--- config.mk ---
export PLATFORM = sky130hd
export DESIGN_NAME = seq_ctrl
export DESIGN_NICKNAME = d
export VERILOG_FILES = /design/src/rtl/seq_ctrl.sv
export SDC_FILE = /design/constraint.sdc
export NUM_CORES = 1
export LEC_CHECK = 0
export ABC_AREA = 1
export BUFFER_PORTS_ARGS = -buffer_cell sky130_fd_sc_hd__buf_2
export CORE_AREA = 2 2 119 121
export DETAILED_ROUTE_END_ITERATION = 10
export DIE_AREA = 0 0 121 123
export MAX_ROUTING_LAYER = met4
export PLACE_DENSITY = 0.79
export RECOVER_POWER = 50
export REMOVE_ABC_BUFFERS = 1
export SLEW_MARGIN = 20
export SYNTH_ARGS = -nofsm -noshare
export SYNTH_HDL_FRONTEND = slang
export SYNTH_SLANG_ARGS = --single-unit
--- constraint.sdc ---
create_clock -name clk -period 2 [get_ports clk]
set_input_delay 0.2 -clock clk [delete_from_list [all_inputs] [get_ports clk]]
set_output_delay 0.2 -clock clk [all_outputs]
set_load 0.01 [all_outputs]
--- src/rtl/seq_ctrl.sv ---
`default_nettype none
// ============================================================================
//  Module   : seq_ctrl
//  Purpose  : Stage sequencer for the Y86-64 SEQ processor. Walks each
//             instruction through fetch, decode, execute, memory, write-back
//             and PC update, issuing a one-cycle enable to each stage. Owns
//             the architectural PC and status code, and stops the machine on
//             halt, invalid instruction or memory error.
//  Revision : 1.0 - initial release
// ----------------------------------------------------------------------------
//  Parameters
//    RESET_PC    PC value loaded on reset
//  Ports
//    clk, reset          clock, synchronous active-high reset
//    start               leave IDLE and begin execution at PC
//    icode, imem_error,  fetch-stage results
//    func_error, halt,
//    valC, valP
//    cnd                 execute-stage branch condition
//    valM, dmem_error    memory-stage results
//    PC                  current instruction address (to fetch)
//    f_en..w_en          one-hot stage enables
//    stat                1=AOK 2=HLT 3=ADR 4=INS
//    busy                high outside IDLE and STOP
//    perf_instr          retired-instruction count
//  Build option
//    SEQ_PERF_CNT_EN     when defined, perf_instr is a 32-bit wrapping
//                        retired-instruction counter; otherwise tied to 0
// ============================================================================
module seq_ctrl #(
  parameter logic [63:0] RESET_PC = 64'd0
) (
  input  logic        clk,
  input  logic        reset,
  input  logic        start,
  input  logic [3:0]  icode,
  input  logic        imem_error,
  input  logic        func_error,
  input  logic        halt,
  input  logic [63:0] valC,
  input  logic [63:0] valP,
  input  logic        cnd,
  input  logic [63:0] valM,
  input  logic        dmem_error,
  output logic [63:0] PC,
  output logic        f_en,
  output logic        d_en,
  output logic        e_en,
  output logic        m_en,
  output logic        w_en,
  output logic [2:0]  stat,
  output logic        busy,
  output logic [31:0] perf_instr
);

  localparam logic [2:0] c_STAT_AOK = 3'd1;
  localparam logic [2:0] c_STAT_HLT = 3'd2;
  localparam logic [2:0] c_STAT_ADR = 3'd3;
  localparam logic [2:0] c_STAT_INS = 3'd4;

  localparam logic [3:0] c_ICODE_JXX  = 4'd7;
  localparam logic [3:0] c_ICODE_CALL = 4'd8;
  localparam logic [3:0] c_ICODE_RET  = 4'd9;

  typedef enum logic [2:0] {
    S_IDLE      = 3'd0,
    S_FETCH     = 3'd1,
    S_DECODE    = 3'd2,
    S_EXECUTE   = 3'd3,
    S_MEMORY    = 3'd4,
    S_WRITEBACK = 3'd5,
    S_PCUPD     = 3'd6,
    S_STOP      = 3'd7
  } state_t;

  state_t      r_state;
  state_t      w_state_nxt;
  logic [63:0] r_pc;
  logic [63:0] w_new_pc;
  logic [2:0]  r_stat;
  logic [2:0]  w_stat_nxt;
  logic        w_f_en;
  logic        w_d_en;
  logic        w_e_en;
  logic        w_m_en;
  logic        w_w_en;

  // --------------------------------------------------------------------------
  // Next-PC selection. Stage outputs are held stable by the datapath through
  // PCUPD, so they are sampled only when the PC register actually loads.
  // --------------------------------------------------------------------------
  always_comb begin
    w_new_pc = valP;
    case (icode)
      c_ICODE_CALL: w_new_pc = valC;
      c_ICODE_JXX:  if (cnd) w_new_pc = valC;
      c_ICODE_RET:  w_new_pc = valM;
      default:      ;
    endcase
  end

  // --------------------------------------------------------------------------
  // State, PC and status registers
  // --------------------------------------------------------------------------
  always_ff @(posedge clk) begin
    if (reset) begin
      r_state <= S_IDLE;
      r_pc    <= RESET_PC;
      r_stat  <= c_STAT_AOK;
    end else begin
      r_state <= w_state_nxt;
      r_stat  <= w_stat_nxt;
      if (r_state == S_PCUPD) begin
        r_pc <= w_new_pc;
      end
    end
  end

  // --------------------------------------------------------------------------
  // Next-state, status update and stage enables
  // --------------------------------------------------------------------------
  always_comb begin
    w_state_nxt = r_state;
    w_stat_nxt  = r_stat;
    w_f_en      = 1'b0;
    w_d_en      = 1'b0;
    w_e_en      = 1'b0;
    w_m_en      = 1'b0;
    w_w_en      = 1'b0;
    case (r_state)
      S_IDLE: begin
        if (start) w_state_nxt = S_FETCH;
      end
      S_FETCH: begin
        w_f_en = 1'b1;
        // Address fault outranks an illegal opcode, which outranks halt.
        if (imem_error) begin
          w_stat_nxt  = c_STAT_ADR;
          w_state_nxt = S_STOP;
        end else if (func_error) begin
          w_stat_nxt  = c_STAT_INS;
          w_state_nxt = S_STOP;
        end else if (halt) begin
          w_stat_nxt  = c_STAT_HLT;
          w_state_nxt = S_STOP;
        end else begin
          w_state_nxt = S_DECODE;
        end
      end
      S_DECODE: begin
        w_d_en      = 1'b1;
        w_state_nxt = S_EXECUTE;
      end
      S_EXECUTE: begin
        w_e_en      = 1'b1;
        w_state_nxt = S_MEMORY;
      end
      S_MEMORY: begin
        w_m_en = 1'b1;
        // A data fault skips write-back so no register is corrupted.
        if (dmem_error) begin
          w_stat_nxt  = c_STAT_ADR;
          w_state_nxt = S_STOP;
        end else begin
          w_state_nxt = S_WRITEBACK;
        end
      end
      S_WRITEBACK: begin
        w_w_en      = 1'b1;
        w_state_nxt = S_PCUPD;
      end
      S_PCUPD: begin
        w_state_nxt = S_FETCH;
      end
      S_STOP: begin
        w_state_nxt = S_STOP;
      end
      default: begin
        w_state_nxt = S_IDLE;
      end
    endcase
  end

  // --------------------------------------------------------------------------
  // Retired-instruction counter: one count per completed PC update, so a
  // halting or faulting instruction never reaches it.
  // --------------------------------------------------------------------------
`ifdef SEQ_PERF_CNT_EN
  logic [31:0] r_perf_cnt;

  always_ff @(posedge clk) begin
    if (reset) begin
      r_perf_cnt <= 32'd0;
    end else if (r_state == S_PCUPD) begin
      r_perf_cnt <= r_perf_cnt + 32'd1;
    end
  end

  assign perf_instr = r_perf_cnt;
`else
  assign perf_instr = 32'd0;
`endif

  assign PC   = r_pc;
  assign stat = r_stat;
  assign f_en = w_f_en;
  assign d_en = w_d_en;
  assign e_en = w_e_en;
  assign m_en = w_m_en;
  assign w_en = w_w_en;
  assign busy = (r_state != S_IDLE) && (r_state != S_STOP);

endmodule
`default_nettype wire

# After elaboration in Yosys (flattened, before gate mapping)
# Cells that the tools add are included.
# totals
ram_bits,0
output_inout_bits,105
mem_bits_ro,0
latch_bits,0
register_bits,70
mem_count,0
in_bits,204
# classes
n_eq_ne,14
n_reduce_logical,5
magnitude_cmp,0
muxes,18
addsub,0
shifts,0
n_mul,0
n_div,0
n_bitwise,0
# op_table
operator,count
64-bit case mux with 3 select lines,1
64-bit two-way mux,1
3-bit two-way mux,8
3-bit case mux with 8 select lines,1
"3-bit == test, second input constant",4
"4-bit == test, second input constant",2
"3-bit by 2-bit == test with 1-bit output, second input constant",2
3-bit case mux with 2 select lines,1
1-bit two-way mux,5
"4-bit by 3-bit == test with 1-bit output, second input constant",1
"2-bit inequality test, second input constant",2
"4-bit inequality test, second input constant",1
"3-bit by 1-bit == test with 1-bit output, second input constant",1
3-bit zero test,1
"3-bit inequality test, second input constant",1
3-bit AND reduction,1
3-bit nonzero test,1
2-bit two-way mux,1
2-bit nonzero test,1
1-bit logical AND,1

# Longest topological paths before layout
# Gate-level depths: netlist of the first run.
# depth
ltp_word,4
mapped_depth,10

# Worst setup path before layout of the first run
# No wires, ideal clock.
# synth_path
path_type,register to register
from,register r_state[2]
to,"register r_stat[1], in the netlist stat[1]"
slack_ns,0.593
stages_incl_launch_ff,7
period_less_slack_ns,1.407
arrival_time_ns,1.291
required_time_ns,1.884
setup_ns,0.116
path_cell_list,dfxtp_1 > inv_1 > nor3_1 > nand2_1 > nand2_1 > nand3_1 > o211a_1
# synth_between
elab_chain_cells,3
elab_cells_between_ends,7
# synth_lines
element,line,source
"start, declared",76,state_t r_state;
"start signal, assigned",111,r_state <= w_state_nxt;
3-bit by 1-bit == test with 1-bit output / 3-bit == test (equally long branches),130,case (r_state)
"4-bit inequality test (no line), or another cell as far along",-,
3-bit AND reduction (no line),-,
"end signal, assigned",109,r_stat <= c_STAT_AOK;
"end signal, assigned",112,r_stat <= w_stat_nxt;
"end, declared",80,logic [2:0] r_stat;
# Several ways; a longest one is shown, not always the timed one.
# A chain may end at the register's enable or synchronous reset.

# Worst setup path after layout of the first run
# layout_path
from,register r_state[0]
to,"register r_pc[5], in the netlist PC[5]"
# layout_between
elab_chain_cells,1
# layout_lines
element,line,source
3-bit == test,113,if (r_state == S_PCUPD) begin
"end signal, assigned",114,r_pc <= w_new_pc;
"end, declared",78,logic [63:0] r_pc;
# Every way passes these cells.

==> impl_metrics.env, run 1 <==
export IMPL_avgSynthCellArea_sq_um=5.669
export IMPL_status="completed"
export IMPL_cts_buffers_inserted=9
export IMPL_die_h_um=123
export IMPL_grt_max_degree=71
export IMPL_dr_pass1_iters=7
export IMPL_cts_sinks=70
export IMPL_io_buffer_count=276
export IMPL_critPathLaunch="r_state[0]"
export IMPL_yosysTopAreaCell="nand2_1"
export IMPL_cts_resized_gates=0
export IMPL_yosysUniqueCellTypes=23
export IMPL_clk_latency_ns=0.33
export IMPL_hold_viol_final=0
export IMPL_io_pins=309
export IMPL_ys_warnings_count=0
export IMPL_rsz0062_at_grt="no"
export IMPL_start_util=0.4473
export IMPL_syn_to_final_growth_pct=25.94
export IMPL_first_iter_violations=621
export IMPL_setup_viol_count_final=0
export IMPL_via_per_inst=5.251
export IMPL_critical_path_arrival_ns=1.91
export IMPL_final_util=0.5633
export IMPL_worstHoldStart="func_error"
export IMPL_p_total_mw=4.884
export IMPL_cp_end_kind="register"
export IMPL_core_rowCount=43
export IMPL_ys_seq_area_frac=0.2302
export IMPL_grt_first_pass_wirelength_um=33930
export IMPL_r2r_start="r_state[0]"
export IMPL_min_period_ns=1.659
export IMPL_finalMaxSlewViolations=0
export IMPL_antenna_left=0
export IMPL_hold_class="input pin to register"
export IMPL_vias=7772
export IMPL_synth_top_area_share=0.2830
export IMPL_tritoncts="built"
export IMPL_cp_max_fo=34
export IMPL_first_global_vias=7153
export IMPL_htreeDepth=3
export IMPL_max_slew_margin=0.4739
export IMPL_core_sq_um=13610
export IMPL_layout_drive_gt1_share=0.1977
export IMPL_place_congestion=0.8650
export IMPL_cts_hold_buf=0
export IMPL_yosys_top_cells_area="nand2_1 (28%), dfxtp_1 (23%), nand3_1 (11%)"
export IMPL_ys_seq_elements=70
export IMPL_pre_cts_slack_ns=0.3656
export IMPL_tns_ns=0
export IMPL_max_clock_freq_ghz=0.6028
export IMPL_powerDensity_nw_per_um2=637.0
export IMPL_synth_cell_area_sq_um=6088
export IMPL_synth_cells=1074
export IMPL_layout_setup_ws_ns=0.3410
export IMPL_skew_ns=0.004223
export IMPL_die_x_um=121
export IMPL_grt_antenna_before_repair=0
export IMPL_worst_pin_slew_ns=0.7891
export IMPL_cp_data_required_time_ns=2.25
export IMPL_start_kind="register"
export IMPL_cts_setup_buffers=0
export IMPL_leakagePower_nw=3.702
export IMPL_cap_violations=0
export IMPL_antenna_cells=0
export IMPL_routed_wl_um=21400
export IMPL_overflow=0
export IMPL_wl_per_cell_um=14.46
export IMPL_root_buffer="clkbuf_16"
export IMPL_fin_crit_sh=0.8295
export IMPL_clockBufferDepth=2
export IMPL_grt_usage=0.2892
export IMPL_die_area_sq_um=14880
export IMPL_critPathKind="register to register"
export IMPL_clk_pin_slew_ns=0.06
export IMPL_layout_nets=1499
export IMPL_detailed_place_hpwl_um=14880
export IMPL_route_detailed_drc=0
export IMPL_peakVddDrop_mv=0.3795
sequential cells by signal, summed over array words and instances (netlist names):
register,flops
PC,64
r_state,3
stat,3
synthesized netlist by cell type, drive strengths merged:
cell type	number
nand2	459
nand3	132
buf	96
inv	75
dfxtp	70
a21oi	67
nand3b	64
nand4	64
clkbuf	23
nor2	13
o21ai	4
a211oi	1
a31oi	1
conb	1
nor3	1
o211a	1
o21a	1
or2	1
cells by family after synthesis:
kind of cell           count (synthesis)  synth area share
DFF                                   70            0.2302
and+or+nand+nor                      734            0.5481
AOI/OAI and AO/OA                     75           0.06350
buffers and inverters                194            0.1576
other                                  1         0.0006159
power by group:
group	total [mW]	leakage [nW]	switching [mW]	internal [mW]
logic	1.61	3.00	0.995	0.616
clock network	1.61	0.134	0.639	0.967
registers	1.67	0.566	0.124	1.54
per-layer routing:
metal | vias up | wire (um) | global-route usage
li1 | 3855 | - | -
met1 | 3422 | 8703 | 0.3476
met2 | 441 | 10280 | 0.4888
met3 | 54 | 1890 | 0.03736
met4 | 0 | 527 | 0.1228
met5 | - | 0 | -
worst paths after layout:
path	end	slack, ns	cells after the start
worst min register to register	PC[28]	0.46	2
worst min-delay path	stat[2]	0.19	3
worst max register to register	PC[5]	0.34	5
worst max-delay path	PC[5]	0.34	5
layout make-up:
| type | count | area, sq um |
|---|---|---|
| Timing Repair Buffer | 298 | 1587 |
| Multi-Input combinational cell | 841 | 3874 |
| Clock inverter | 7 | 73.82 |
| Inverter | 75 | 281.5 |
| Tap cell | 180 | 225.2 |
| Clock buffer | 9 | 225.2 |
| Fill cell | 1405 | 5944 |
| Sequential cell | 70 | 1401 |
cell usage in the layout, fill, tap and decap left out, drive strengths merged, types with 4 or more instances in the layout:
cell      count
nand3       132
nand3b       64
clkbuf       77
nand2       459
clkinvlp      4
o21ai         4
inv          76
a21oi        67
buf         230
nor2         13
nand4        64
conb         32
dfxtp        70
worst max-delay path: stages (launching register included):
cell and delay, ns:
dfxtp_1 0.50, nor2_4 0.08, inv_2 0.48, buf_12 0.27
nand2_1 0.08, a21oi_1 0.16
through the flow:
step / cell area, sq um / cells / hold slack [ns]
after detailed placement: 7453 / 1464 / 0.4522
after global routing: 7667 / 1480 / 0.2009
final: 7667 / 1480 / 0.1905
after floorplan: 5527 / 986 / 0.2691
after global placement: 7453 / 1464 / 0.4491
after CTS: 7752 / 1480 / 0.1794
(Power assumes the default switching activity.)
==> run 2: changes to the inputs <==
--- a/config.mk
+++ b/config.mk
@@ -7,11 +7,11 @@
 export LEC_CHECK = 0
 export ABC_AREA = 1
 export BUFFER_PORTS_ARGS = -buffer_cell sky130_fd_sc_hd__buf_2
-export CORE_AREA = 2 2 119 121
+export CORE_AREA = 2 2 121 123
 export DETAILED_ROUTE_END_ITERATION = 10
-export DIE_AREA = 0 0 121 123
+export DIE_AREA = 0 0 123 125
 export MAX_ROUTING_LAYER = met4
-export PLACE_DENSITY = 0.79
+export PLACE_DENSITY = 0.77
 export RECOVER_POWER = 50
 export REMOVE_ABC_BUFFERS = 1
 export SLEW_MARGIN = 20
==> constraint.sdc (replaced) <==
create_clock -name clk -period 1.74 [get_ports clk]
set_input_delay 0.174 -clock clk [delete_from_list [all_inputs] [get_ports clk]]
set_output_delay 0.174 -clock clk [all_outputs]
set_load 0.01 [all_outputs]
==> impl_metrics.env, run 2 (synthesis gave the netlist of run 1 again) <==
export IMPL_status="completed"
export IMPL_layout_drive_gt1_share=0.1983
export IMPL_cts_resized_gates=0
export IMPL_wl_met3_um=2008
export IMPL_fin_crit_sh=0.8829
export IMPL_crit_buf_inv=2
export IMPL_via_per_inst=5.306
export IMPL_route_detailed_drc=0
export IMPL_whs_ns=0.1369
export IMPL_start_kind="register"
export IMPL_wl_per_cell_um=14.53
export IMPL_cp_max_fo=6
export IMPL_cp_end_kind="primary output"
export IMPL_grt_antenna_before_repair=0
export IMPL_htreeDepth=3
export IMPL_clk_pin_slew_ns=0.06
export IMPL_hold_class="input pin to register"
export IMPL_grt_first_pass_wirelength_um=34310
export IMPL_seqCellArea_sq_um=1401
export IMPL_antenna_left=0
export IMPL_multi_input_area_sq_um=3874
export IMPL_place_congestion=0.8497
export IMPL_cap_violations=0
export IMPL_vias=7885
export IMPL_dr_pass1_iters=5
export IMPL_start_util=0.4286
export IMPL_core_rowCount=44
export IMPL_top_layer="met4"
export IMPL_wl_met1_um=8741
export IMPL_powerDensity_nw_per_um2=733.6
export IMPL_tns_ns=0
export IMPL_rsz0062_at_grt="no"
export IMPL_finalInstanceArea_sq_um=7784
export IMPL_overflow=0
export IMPL_cts_setup_buffers=0
export IMPL_core_sq_um=14200
export IMPL_min_period_ns=1.536
export IMPL_clockBufferDepth=2
export IMPL_setup_viol_count_final=0
export IMPL_met2WireLength_um=10100
export IMPL_die_area_sq_um=15380
export IMPL_max_clock_freq_ghz=0.6510
export IMPL_grt_max_degree=67
export IMPL_placedInstanceArea_sq_um=7566
export IMPL_skew_ns=0.009404
export IMPL_die_h_um=125
export IMPL_largest_reg_flops=64
export IMPL_first_iter_violations=664
export IMPL_slowest_stage="dfxtp_1"
export IMPL_crit_path_max_incr_delay_ns=0.40
export IMPL_final_common_cell="nand2_1"
export IMPL_cts_buffers_inserted=9
export IMPL_hold_viol_final=0
export IMPL_critPathKind="register to primary output"
export IMPL_detailed_place_hpwl_um=14720
export IMPL_fill_cells=1481
export IMPL_layout_nets=1500
export IMPL_critical_path_arrival_ns=1.36
export IMPL_tritoncts="built"
export IMPL_final_cell_mix="nand2_1 (457), buf_2 (208), nand3_1 (132)"
export IMPL_crit_chain="inv_1, or2_2, nor2_1, buf_2"
export IMPL_grt_usage=0.2806
export IMPL_syn_to_final_growth_pct=27.85
export IMPL_finalMaxSlewViolations=0
export IMPL_peakVddDrop_mv=0.4765
export IMPL_routed_wl_um=21600
export IMPL_cts_sinks=70
export IMPL_first_global_vias=7219
export IMPL_io_pins=309
export IMPL_leakagePower_nw=3.754
export IMPL_crit_family="flip-flops"
export IMPL_root_buffer="clkbuf_16"
export IMPL_final_util=0.5480
export IMPL_cp_data_required_time_ns=1.57
export IMPL_clk_latency_ns=0.34
export IMPL_cts_hold_buf=0
export IMPL_die_x_um=123
export IMPL_io_buffer_count=276
## run 2: changes by cell type in the layout (fill, tap and decap cells not counted)
cell and delta:
buf_12 +8, buf_4 -7, clkinv_2 +1, clkinv_4 +4
clkinvlp_4 -4, diode_2 +1, inv_6 -1
## run 2: through the flow
stage	setup WS, ns	std cells	power (mW)
after global placement	0.3309	1469	3.846
after CTS	0.1871	1485	5.770
after detailed placement	0.3003	1469	3.879
after global routing	0.05759	1485	6.077
final	0.2038	1486	5.710
after floorplan	-2.898	986	2.964
## run 2: worst register-to-register path: cells and delay by family (launching register included)
kind                   cells  cell delay, ns
AOI/OAI and AO/OA          1            0.16
buffers and inverters      2            0.49
DFF                        1            0.48
and+or+nand+nor            2            0.23
## run 2: final cells by class
type | count | area share
Antenna cell | 1 | 0.0003215
Multi-Input combinational cell | 841 | 0.4977
Sequential cell | 70 | 0.1800
Clock buffer | 9 | 0.02893
Clock inverter | 7 | 0.009645
Inverter | 75 | 0.03617
Timing Repair Buffer | 299 | 0.2176
Tap cell | 184 | 0.02958
## run 2: worst paths after layout
check / cells past startpoint / from / slack, ns / endpoint
setup / recovery: 4 / r_state[1] / 0.20 / d_en
hold reg to reg: 2 / PC[3] / 0.47 / PC[3]
setup reg to reg: 5 / r_state[0] / 0.31 / PC[19]
hold / removal: 3 / dmem_error / 0.14 / r_state[1]
## run 2: layer usage
layer | GRT usage | vias to the layer above
met5 | - | -
met4 | 0.1350 | 0
met3 | 0.03695 | 52
met2 | 0.4644 | 443
met1 | 0.3328 | 3524
li1 | - | 3866
## run 2: where the power goes
group	switching (mW)	leakage [nW]	total [mW]	internal, mW
combinational	1.17	3.04	1.93	0.751
sequential	0.132	0.566	1.91	1.77
clock	0.764	0.149	1.88	1.11
total	2.07	3.75	5.71	3.64
